==> config.mk <==
export PLATFORM = sky130hd
export DESIGN_NAME = panel_ctrl
export DESIGN_NICKNAME = d
export VERILOG_FILES = /design/src/rtl/panel_pkg.sv /design/src/rtl/panel_evt_arb.sv /design/src/rtl/panel_ctrl.sv
export SDC_FILE = /design/constraint.sdc
export NUM_CORES = 1
export LEC_CHECK = 0
export CAP_MARGIN = 20
export CORE_MARGIN = 4
export CORE_UTILIZATION = 53
export DETAILED_ROUTE_END_ITERATION = 10
export PLACE_DENSITY = 0.77
export SLEW_MARGIN = 10
export SYNTH_ARGS = -nofsm -noshare
export SYNTH_HDL_FRONTEND = slang
export SYNTH_HIERARCHICAL = 1
export SYNTH_SLANG_ARGS = --single-unit
==> constraint.sdc <==
create_clock -name Fg_clk -period 3.6 [get_ports Fg_clk]
set_input_delay 0.36 -clock Fg_clk [delete_from_list [all_inputs] [get_ports Fg_clk]]
set_output_delay 0.36 -clock Fg_clk [all_outputs]
set_load 0.03 [all_outputs]
==> src/rtl/panel_pkg.sv <==
// Shared types and constants for the front-panel configuration controller.
// Optional macro FREQ_ACCEL_EN adds the default acceleration window constant.
package panel_pkg;

  localparam int unsigned C_NUM_WAVE     = 4;
  localparam int unsigned C_NUM_FREQ     = 10;
  localparam int unsigned C_DEF_FREQ_IDX = 3;
  localparam int unsigned C_AMP_W        = 3;
  localparam int unsigned C_DEF_AMP      = 7;
  localparam int unsigned C_FTW_W        = 32;
`ifdef FREQ_ACCEL_EN
  localparam int unsigned C_ACCEL_WIN    = 24_000_000;
`endif

  localparam int unsigned C_LUT_IW = $clog2(C_NUM_FREQ);

  typedef enum logic [1:0] {INIT, IDLE, APPLY, WAIT} state_e;
  typedef enum logic [1:0] {EV_WAVE, EV_UP, EV_DOWN, EV_AMP} evt_e;

  // Tuning words for a 50 MHz system clock: 1, 10, 100 Hz, 1, 5, 10, 50, 100, 500 kHz, 1 MHz
  localparam logic [31:0] FTW_PRESET [C_NUM_FREQ] = '{
    32'd86,      32'd859,     32'd8590,     32'd85899,    32'd429497,
    32'd858993,  32'd4294967, 32'd8589935,  32'd42949673, 32'd85899346
  };

  function automatic logic [31:0] ftw_of(input logic [31:0] idx);
    if (idx < 32'(C_NUM_FREQ)) begin
      return FTW_PRESET[idx[C_LUT_IW-1:0]];
    end
    return '0;
  endfunction

endpackage

==> src/rtl/panel_evt_arb.sv <==
// Button pending latch with up/down cancellation and fixed-priority event
// selection (wave > up > down > amp).
module panel_evt_arb
  import panel_pkg::*;
(
  input  logic i_clk,
  input  logic i_rst_n,
  input  logic i_btn_wave,
  input  logic i_btn_up,
  input  logic i_btn_down,
  input  logic i_btn_amp,
  input  logic i_clr,
  output evt_e o_evt,
  output logic o_evt_valid
);

  logic [3:0] r_pend;
  logic [3:0] w_eff;
  logic [3:0] w_sel;
  logic [3:0] w_clr_mask;
  logic       w_cancel;

  // Opposing frequency requests annihilate and are never offered as events
  assign w_cancel   = r_pend[1] & r_pend[2];
  assign w_eff      = r_pend & ~{1'b0, w_cancel, w_cancel, 1'b0};
  assign w_clr_mask = (i_clr ? w_sel : 4'b0000) | {1'b0, w_cancel, w_cancel, 1'b0};

  always_comb begin
    w_sel       = '0;
    o_evt       = EV_WAVE;
    o_evt_valid = 1'b0;
    if (w_eff[0]) begin
      w_sel[0] = 1'b1; o_evt = EV_WAVE; o_evt_valid = 1'b1;
    end else if (w_eff[1]) begin
      w_sel[1] = 1'b1; o_evt = EV_UP;   o_evt_valid = 1'b1;
    end else if (w_eff[2]) begin
      w_sel[2] = 1'b1; o_evt = EV_DOWN; o_evt_valid = 1'b1;
    end else if (w_eff[3]) begin
      w_sel[3] = 1'b1; o_evt = EV_AMP;  o_evt_valid = 1'b1;
    end
  end

  always_ff @(posedge i_clk or negedge i_rst_n) begin
    if (!i_rst_n) begin
      r_pend <= '0;
    end else begin
      r_pend <= (r_pend | {i_btn_amp, i_btn_down, i_btn_up, i_btn_wave}) & ~w_clr_mask;
    end
  end

endmodule

==> src/rtl/panel_ctrl.sv <==
// Front-panel configuration controller: serves button events and pushes each
// setting change to the DDS core over Cfg_valid/Cfg_ready. Macro: FREQ_ACCEL_EN.
module panel_ctrl
  import panel_pkg::*;
#(
  parameter int unsigned NUM_WAVE     = C_NUM_WAVE,
  parameter int unsigned NUM_FREQ     = C_NUM_FREQ,
  parameter int unsigned DEF_FREQ_IDX = C_DEF_FREQ_IDX,
  parameter int unsigned AMP_W        = C_AMP_W,
  parameter int unsigned DEF_AMP      = C_DEF_AMP,
  parameter int unsigned FTW_W        = C_FTW_W
`ifdef FREQ_ACCEL_EN
  , parameter int unsigned ACCEL_WIN  = C_ACCEL_WIN
`endif
)(
  input  logic             Fg_clk,
  input  logic             Resetn,
  input  logic             Btn_wave,
  input  logic             Btn_up,
  input  logic             Btn_down,
  input  logic             Btn_amp,
  input  logic             Cfg_ready,
  output logic             Cfg_valid,
  output logic [1:0]       Wave_sel,
  output logic [FTW_W-1:0] Ftw,
  output logic [AMP_W-1:0] Amp_sel,
  output logic             Busy
);

  localparam int unsigned      IDX_W    = (NUM_FREQ > 1) ? $clog2(NUM_FREQ) : 1;
  localparam logic [IDX_W-1:0] IDX_MAX  = IDX_W'(NUM_FREQ - 1);
  localparam logic [IDX_W-1:0] IDX_DEF  = IDX_W'(DEF_FREQ_IDX);
  localparam logic [1:0]       WAVE_MAX = 2'(NUM_WAVE - 1);

  state_e           r_state, w_state_n;
  evt_e             r_evt, w_evt_n;
  logic             r_cfg_valid, w_cfg_valid_n;
  logic [1:0]       r_wave, w_wave_n;
  logic [IDX_W-1:0] r_idx, w_idx_n;
  logic [FTW_W-1:0] r_ftw, w_ftw_n;
  logic [AMP_W-1:0] r_amp, w_amp_n;

  evt_e             w_arb_evt;
  logic             w_arb_valid;
  logic             w_clr;
  logic             w_chg;
  logic [1:0]       w_step;
  logic [IDX_W:0]   w_up_sum;
  logic [IDX_W-1:0] w_idx_up;
  logic [IDX_W-1:0] w_idx_dn;

  panel_evt_arb u_arb (
    .i_clk       (Fg_clk),
    .i_rst_n     (Resetn),
    .i_btn_wave  (Btn_wave),
    .i_btn_up    (Btn_up),
    .i_btn_down  (Btn_down),
    .i_btn_amp   (Btn_amp),
    .i_clr       (w_clr),
    .o_evt       (w_arb_evt),
    .o_evt_valid (w_arb_valid)
  );

`ifdef FREQ_ACCEL_EN
  localparam int unsigned GAP_W = $clog2(ACCEL_WIN + 1);

  logic [GAP_W-1:0] r_gap;
  logic [2:0]       r_run;
  logic             r_dir_up;
  logic             w_apply_ud;
  logic             w_same_run;
  logic [2:0]       w_run_n;

  // Run length saturates at 4: every event from the 4th onwards takes the double step
  assign w_apply_ud = (r_state == APPLY) && ((r_evt == EV_UP) || (r_evt == EV_DOWN));
  assign w_same_run = (r_run != 3'd0) && (r_dir_up == (r_evt == EV_UP))
                      && (r_gap < GAP_W'(ACCEL_WIN));
  assign w_run_n    = !w_same_run ? 3'd1 : ((r_run == 3'd4) ? 3'd4 : r_run + 3'd1);
  assign w_step     = (w_run_n >= 3'd4) ? 2'd2 : 2'd1;

  always_ff @(posedge Fg_clk or negedge Resetn) begin
    if (!Resetn) begin
      r_gap    <= '0;
      r_run    <= '0;
      r_dir_up <= 1'b0;
    end else if (w_apply_ud) begin
      r_gap    <= '0;
      r_run    <= w_run_n;
      r_dir_up <= (r_evt == EV_UP);
    end else if (r_gap != GAP_W'(ACCEL_WIN)) begin
      r_gap    <= r_gap + GAP_W'(1);
    end
  end
`else
  assign w_step = 2'd1;
`endif

  assign w_up_sum = {1'b0, r_idx} + (IDX_W + 1)'(w_step);
  assign w_idx_up = (w_up_sum > {1'b0, IDX_MAX}) ? IDX_MAX : w_up_sum[IDX_W-1:0];
  assign w_idx_dn = ({1'b0, r_idx} < (IDX_W + 1)'(w_step)) ? '0 : r_idx - IDX_W'(w_step);

  always_ff @(posedge Fg_clk or negedge Resetn) begin
    if (!Resetn) begin
      r_state <= INIT;
    end else begin
      r_state <= w_state_n;
    end
  end

  always_comb begin
    w_state_n     = r_state;
    w_evt_n       = r_evt;
    w_cfg_valid_n = r_cfg_valid;
    w_wave_n      = r_wave;
    w_idx_n       = r_idx;
    w_ftw_n       = r_ftw;
    w_amp_n       = r_amp;
    w_clr         = 1'b0;
    w_chg         = 1'b0;
    unique case (r_state)
      // Cfg_valid is registered, so the power-up push rises one cycle after release
      INIT: begin
        if (!r_cfg_valid) begin
          w_cfg_valid_n = 1'b1;
        end else if (Cfg_ready) begin
          w_cfg_valid_n = 1'b0;
          w_state_n     = IDLE;
        end
      end
      IDLE: begin
        if (w_arb_valid) begin
          w_clr     = 1'b1;
          w_evt_n   = w_arb_evt;
          w_state_n = APPLY;
        end
      end
      APPLY: begin
        unique case (r_evt)
          EV_WAVE: begin
            w_wave_n = (r_wave == WAVE_MAX) ? 2'd0 : r_wave + 2'd1;
            w_chg    = (w_wave_n != r_wave);
          end
          EV_UP: begin
            w_idx_n = w_idx_up;
            w_chg   = (w_idx_up != r_idx);
          end
          EV_DOWN: begin
            w_idx_n = w_idx_dn;
            w_chg   = (w_idx_dn != r_idx);
          end
          EV_AMP: begin
            w_amp_n = r_amp + AMP_W'(1);
            w_chg   = (w_amp_n != r_amp);
          end
        endcase
        w_ftw_n = FTW_W'(ftw_of(32'(w_idx_n)));
        if (w_chg) begin
          w_cfg_valid_n = 1'b1;
          w_state_n     = WAIT;
        end else begin
          w_state_n     = IDLE;
        end
      end
      WAIT: begin
        if (Cfg_ready) begin
          w_cfg_valid_n = 1'b0;
          w_state_n     = IDLE;
        end
      end
    endcase
  end

  always_ff @(posedge Fg_clk or negedge Resetn) begin
    if (!Resetn) begin
      r_evt       <= EV_WAVE;
      r_cfg_valid <= 1'b0;
      r_wave      <= '0;
      r_idx       <= IDX_DEF;
      r_ftw       <= FTW_W'(ftw_of(32'(DEF_FREQ_IDX)));
      r_amp       <= AMP_W'(DEF_AMP);
    end else begin
      r_evt       <= w_evt_n;
      r_cfg_valid <= w_cfg_valid_n;
      r_wave      <= w_wave_n;
      r_idx       <= w_idx_n;
      r_ftw       <= w_ftw_n;
      r_amp       <= w_amp_n;
    end
  end

  assign Cfg_valid = r_cfg_valid;
  assign Wave_sel  = r_wave;
  assign Ftw       = r_ftw;
  assign Amp_sel   = r_amp;
  assign Busy      = (r_state != IDLE);

endmodule
# After elaboration in Yosys (flattened, before gate mapping)
# Memory sizes are Yosys's and may differ from the RTL's.
# Index checks and enable logic that the tools add are counted.
classes:
  add_sub_neg: 4
  multipliers: 0
  n_div: 0
  order_cmp: 4
  eq_ne: 16
  shifts: 0
  mux: 40
  bitwise_logic: 8
  n_reduce_logical: 8
op_table:
  columns: ["op", "count"]
  rows:
  - ["$mux W32", 4]
  - ["$mux W2", 10]
  - ["$mux W1", 17]
  - ["$mux W4", 4]
  - ["$eq A2 B2 Y1 const B", 5]
  - ["$and A4 B4 Y4", 2]
  - ["$ne A4 B4 Y1", 2]
  - ["$pmux W2 S4", 1]
  - ["$pmux W4 S2", 1]
  - ["$reduce_and A2 Y1", 4]
  - ["$ne A2 B2 Y1 const B", 3]
  - ["$add A4 B1 Y5 const B", 1]
  - ["$ge A5 B5 Y1 const B", 1]
  - ["$gt A5 B4 Y1 const B", 1]
  - ["$not A4 Y5", 1]
  - ["$eq A2 B1 Y1 const B", 2]
  - ["$logic_not A2 Y1", 2]
  - ["$lt A4 B1 Y1 const B", 1]
  - ["$lt A4 B4 Y1 const B", 1]
  - ["$ne A2 B1 Y1 const B", 2]
  - ["$not A3 Y4", 1]
  - ["$not A4 Y4", 1]
  - ["$or A4 B3 Y4", 1]
  - ["$or A4 B4 Y4", 1]
  - ["other kinds (11)", 11]
word_totals:
  regBits: 50
  latchBits: 0
  mem_bits_rw: 0
  rom_bits: 512
  input_bits: 7
  output_inout_bits: 39
  elab_cells: 89
  n_memories: 1
mem_list:
  columns: ["name", "depth", "word_bits", "rd", "rd_clocked_by_memory_dff", "wr", "line", "rtl"]
  rows:
  - ["(name not given)", 16, 32, 1, 0, 0, "panel_pkg.sv:28", "return FTW_PRESET[idx[C_LUT_IW-1:0]];"]

# Longest topological paths before layout
depth:
  ltp_word: 13
  mapped_depth: 13

# Hierarchy
# Netlist, hierarchy kept.
by_module_without_submodules:
  columns: ["module", "n_inst", "cells_per_inst", "area_per_inst_um2"]
  rows:
  - ["panel_ctrl", 1, 271, 2469.9]
  - ["panel_evt_arb", 1, 22, 211.5]

# Worst setup path before layout
# OpenSTA, ideal clock, no wires.
synth_path:
  kind: "reg-to-reg"
  from: "register r_idx[0]"
  to: "register r_ftw[10] (netlist: Ftw[10])"
  setup_time_ns: 0.093
  t_arrival_ns: 2.605
  t_required_ns: 3.507
  setup_slack_ns: 0.902
  path_stages_with_launch: 13
  path_buffers: 2
  synth_period_minus_slack_ns: 2.698
  path_cell_list: "dfstp_2 > buf_2 > inv_1 > ha_1 > nor2b_1 > o22ai_1 > and2_1 > a31o_2 > clkbuf_1 > ha_1 > mux2_2 > o22ai_1 > a21oi_1"
synth_via:
  elab_chain_len: 11
  elab_cells_between_ends: 17
  cone_classes: "add/sub: 2; order compare: 3; mux: 10; bitwise: 1; memory: 1"
synth_rtl:
  columns: ["item", "line", "rtl"]
  rows:
  - ["start: declaration", "panel_ctrl.sv:39", "logic [IDX_W-1:0] r_idx, w_idx_n;"]
  - ["start signal: assignment", "panel_ctrl.sv:185", "r_idx <= w_idx_n;"]
  - ["$add A4 B1 Y5", "panel_ctrl.sv:98", "assign w_up_sum = {1'b0, r_idx} + (IDX_W + 1)'(w_step);"]
  - ["$gt A5 B4 Y1", "panel_ctrl.sv:99", "assign w_idx_up = (w_up_sum > {1'b0, IDX_MAX}) ? IDX_MAX : w_up_sum[IDX_W-1:0];"]
  - ["$mux W4", "panel_ctrl.sv:99", null]
  - ["$pmux W4 S2 (*)", "panel_ctrl.sv:138", "unique case (r_evt)"]
  - ["$mux W4 (*)", "panel_ctrl.sv:120", "unique case (r_state)"]
  - ["$not A4 Y5 (implied by the code)", "panel_pkg.sv:28", null]
  - ["$mem_v2 Z16 W32", null, null]
  - ["$mux W32 (implied by the code) (2 in series)", "panel_pkg.sv:28", null]
  - ["$mux W32", "panel_pkg.sv:27", "if (idx < 32'(C_NUM_FREQ)) begin"]
  - ["$mux W32 (*)", "panel_pkg.sv:30", "return '0;"]
  - ["end signal: assignment", "panel_ctrl.sv:179", "r_ftw <= FTW_W'(ftw_of(32'(DEF_FREQ_IDX)));"]
  - ["end signal: assignment", "panel_ctrl.sv:186", "r_ftw <= w_ftw_n;"]
  - ["end: declaration", "panel_ctrl.sv:40", "logic [FTW_W-1:0] r_ftw, w_ftw_n;"]
# Every way passes the cells marked *; elsewhere a longest branch is shown, timed or not. The select of a mux whose other input is x is not followed.
# A chain may end at the register's enable or synchronous reset.

# Worst setup path in the final report
# Ends and elaborated chain as after synthesis.

==> results.md <==
* Max-slew violation count at 0
* M1 GR Usage at 0.292
* Fin util at 0.654
* Post-route cell area at roughly 3200 sq um
* Cell count after synthesis at 293
* Register bit total from synthesis at 42
* Cells on worst reg2reg path at 10
* Global routing usage on met2 at 0.305
* Ys flop type: dfrtp_1
* FMAX at 318 MHz
* CP max stage delay at just under 700 ps
* Via count at 2163
* Nature of the critical path endpoint: flip-flop
* Count of final setup violators at 0
* CP bufs+invs at 1
* Total track usage at 0.200
* Vias in the first global route at between 2k and 2.5k
* Via density at 5.52
* Sequential Area at 1070 sq um
* Max clock buf depth at 2
* Post-DP HPWL at 4100 microns
* Outcome: finished clean
* Io pins at 46
* CP delay by family, top: compound AO/OA/AOI/OAI gates
* Syn_area_per_cell at a little over 9 sq um
* Yosys cell types at 60
* Critical-path top delay cell: dfstp_2
* Nature of the critical path startpoint: flip-flop
* Layout cells sized above 1 at 0.135
* 1st-iter DRT viols at between 150 and 200
* Gpl congestion at 0.861
* Multi-input logic area at 1400 sq um
* Ant diodes at 0
* Worst min path class: input pin to async pin
* Worst-path maximum fanout at 14
* Setup TNS at 0 ps
* GRT overflow at 0
* RSZ-0062 raised after global routing: no
* DRC violations left at 0
* CTS buffer count at 5
* GR peak layer: met2
* Fillers at between 400 and 500
* Period minus WS final at 3150 ps
* Final worst path period share at 0.874
* Arrival time worst endpoint at about 3300 ps
* Area grow syn2layout at 17.5%
* WHS at 195 ps
* Total Routed Length at 5720 microns
* Clk Latency, worst-skew pair at 290 ps
* CTS resizes at 0
* Critical Path RT at 3790 ps
* DIE HEIGHT at around 79 microns
* Relative slew margins at 0.395
* Worst-margin pin slew at between 900 and 1000 ps
* Die Footprint at 6260 sq um
* Fin nets at approximately 350
* Reg clk slew, reported paths at 80 ps
* FFs w/ async S/R, synth at 1.00
* Max cap viols at 0
* Standard-cell rows at 25
* Clock root cell: clkbuf_8
* Final hold violations at 0
* Skew final at 4.82 ps
* Post-Syn Area at approximately 2700 sq um
* Crit Path Category: flip-flop to flip-flop
* I/O Buffers at 39
* Total setup buffers inserted after CTS at 0
* Sink Count at 42
* Critical Path Stages at 10
* Die width at a little under 80 microns
* Grt met3 use at 0.0408
* First-pass GRT wire length at 10100 microns
* CTS tree: yes
* Hold-fix buffers, CTS at 0
* Post-route ant nets at 0
* 1st-pass router iterations at 4
* Area of the core at 4820 sq um
* Sequential area share after synthesis at 0.399
* Ys Warns at 6
* Critical-path cell list: ha_1 -> nor2b_1 -> a41oi_1 -> a21oi_1 -> nor2_1 -> inv_1 -> ha_1 -> mux2_2 -> o22ai_1 -> a21oi_1
* EDFF count, synth at 0
* H-tree levels at 2
* Largest net degree at the start of global routing at 43
* Initial antenna violation count at 0
* Placed Instance Area at around 3100 sq um
* Starting Density at 0.557
* Wire length per cell at 14.6 microns
==> sequential cells by signal, indices dropped and copies added (netlist names) <==
signal	count
r_state	2
r_idx	4
Wave_sel	2
Cfg_valid	1
Ftw	24
Amp_sel	3
u_arb/r_pend	4
r_evt	2
==> cell families after synthesis <==
family / count (synthesis) / synth area share
other cells: 1 / 0.00140
buf+inv: 49 / 0.0868
flops: 42 / 0.399
compound gates: 81 / 0.202
xor+xnor: 5 / 0.0163
mux: 8 / 0.0327
fa+ha+maj: 21 / 0.0980
simple gates: 86 / 0.164
==> stage by stage <==
stage | setup slack (ps) | instances
final | 454 | 392
after global routing | 105 | 392
after CTS | 499 | 392
after detailed placement | 560 | 384
after global placement | 672 | 384
after floorplan | 902 | 298
==> final timing paths <==
check	start	endpoint	slack, ps
min reg2reg	Ftw[1]	Ftw[1]	490
min	Resetn	u_arb/r_pend[2]	200
max in group asynchronous	Resetn	Ftw[18]	2840
max	r_idx[0]	Ftw[10]	450
min in group Fg_clk	Ftw[1]	Ftw[1]	490
max reg2reg	r_idx[0]	Ftw[10]	450
==> Yosys cell counts (3+ instances only) <==
library cell	n	area, sq um
dfrtp_1	27	676
xnor2_1	3	26.3
nand2b_1	3	18.8
o21ai_0	20	100
mux2_2	6	67.6
nand2_1	27	101
o211ai_1	3	22.5
buf_2	3	15.0
nand3_1	8	40.0
and3_1	3	18.8
inv_1	27	101
nor3_1	3	15.0
a31oi_1	7	43.8
o22ai_1	6	37.5
ha_1	21	263
buf_4	10	75.1
nor2b_1	5	31.3
nor2_1	19	71.3
clkbuf_1	8	30.0
dfstp_2	15	394
or3_1	3	18.8
a21oi_1	22	110
==> cells in the final DEF (no fill, tap or decap), drive strengths merged, types with 2 or more instances in the layout <==
cell type	synthesis	final
o41ai	2	2
inv	27	27
mux2i	2	2
clkbuf	8	6
and2	3	3
o211ai	3	3
xor2	2	2
buf	14	3
nor2b	6	6
ha	21	21
nand3b	2	2
nand2	29	29
o22a	2	2
o21a	2	2
clkdlybuf4s50	0	38
nor3	3	3
nand2b	3	3
xnor2	3	3
a31oi	7	7
mux2	6	6
dfrtp	27	27
or3	3	3
a21oi	22	22
nand3	8	8
o22ai	6	6
conb	1	6
and3	3	3
o21ai	20	20
nor2	19	19
dfstp	15	15
==> layer usage <==
layer	routed length, microns	part of all wire
met5	0	0
met1	2720	0.48
met4	31	0.0054
met2	2680	0.47
met3	281	0.049
==> area by class of cell <==
type	count	area share
clock buffers	6	0.0262
clock inverters	2	0.00397
inverters	27	0.0322
multi-input cells	207	0.444
flip-flops and latches	42	0.340
well taps	67	0.0266
repair buffers	41	0.127
Power is left out: the tool's default activity adds up to more than one toggle a clock period on the data nets, which glitch-free logic cannot reach.
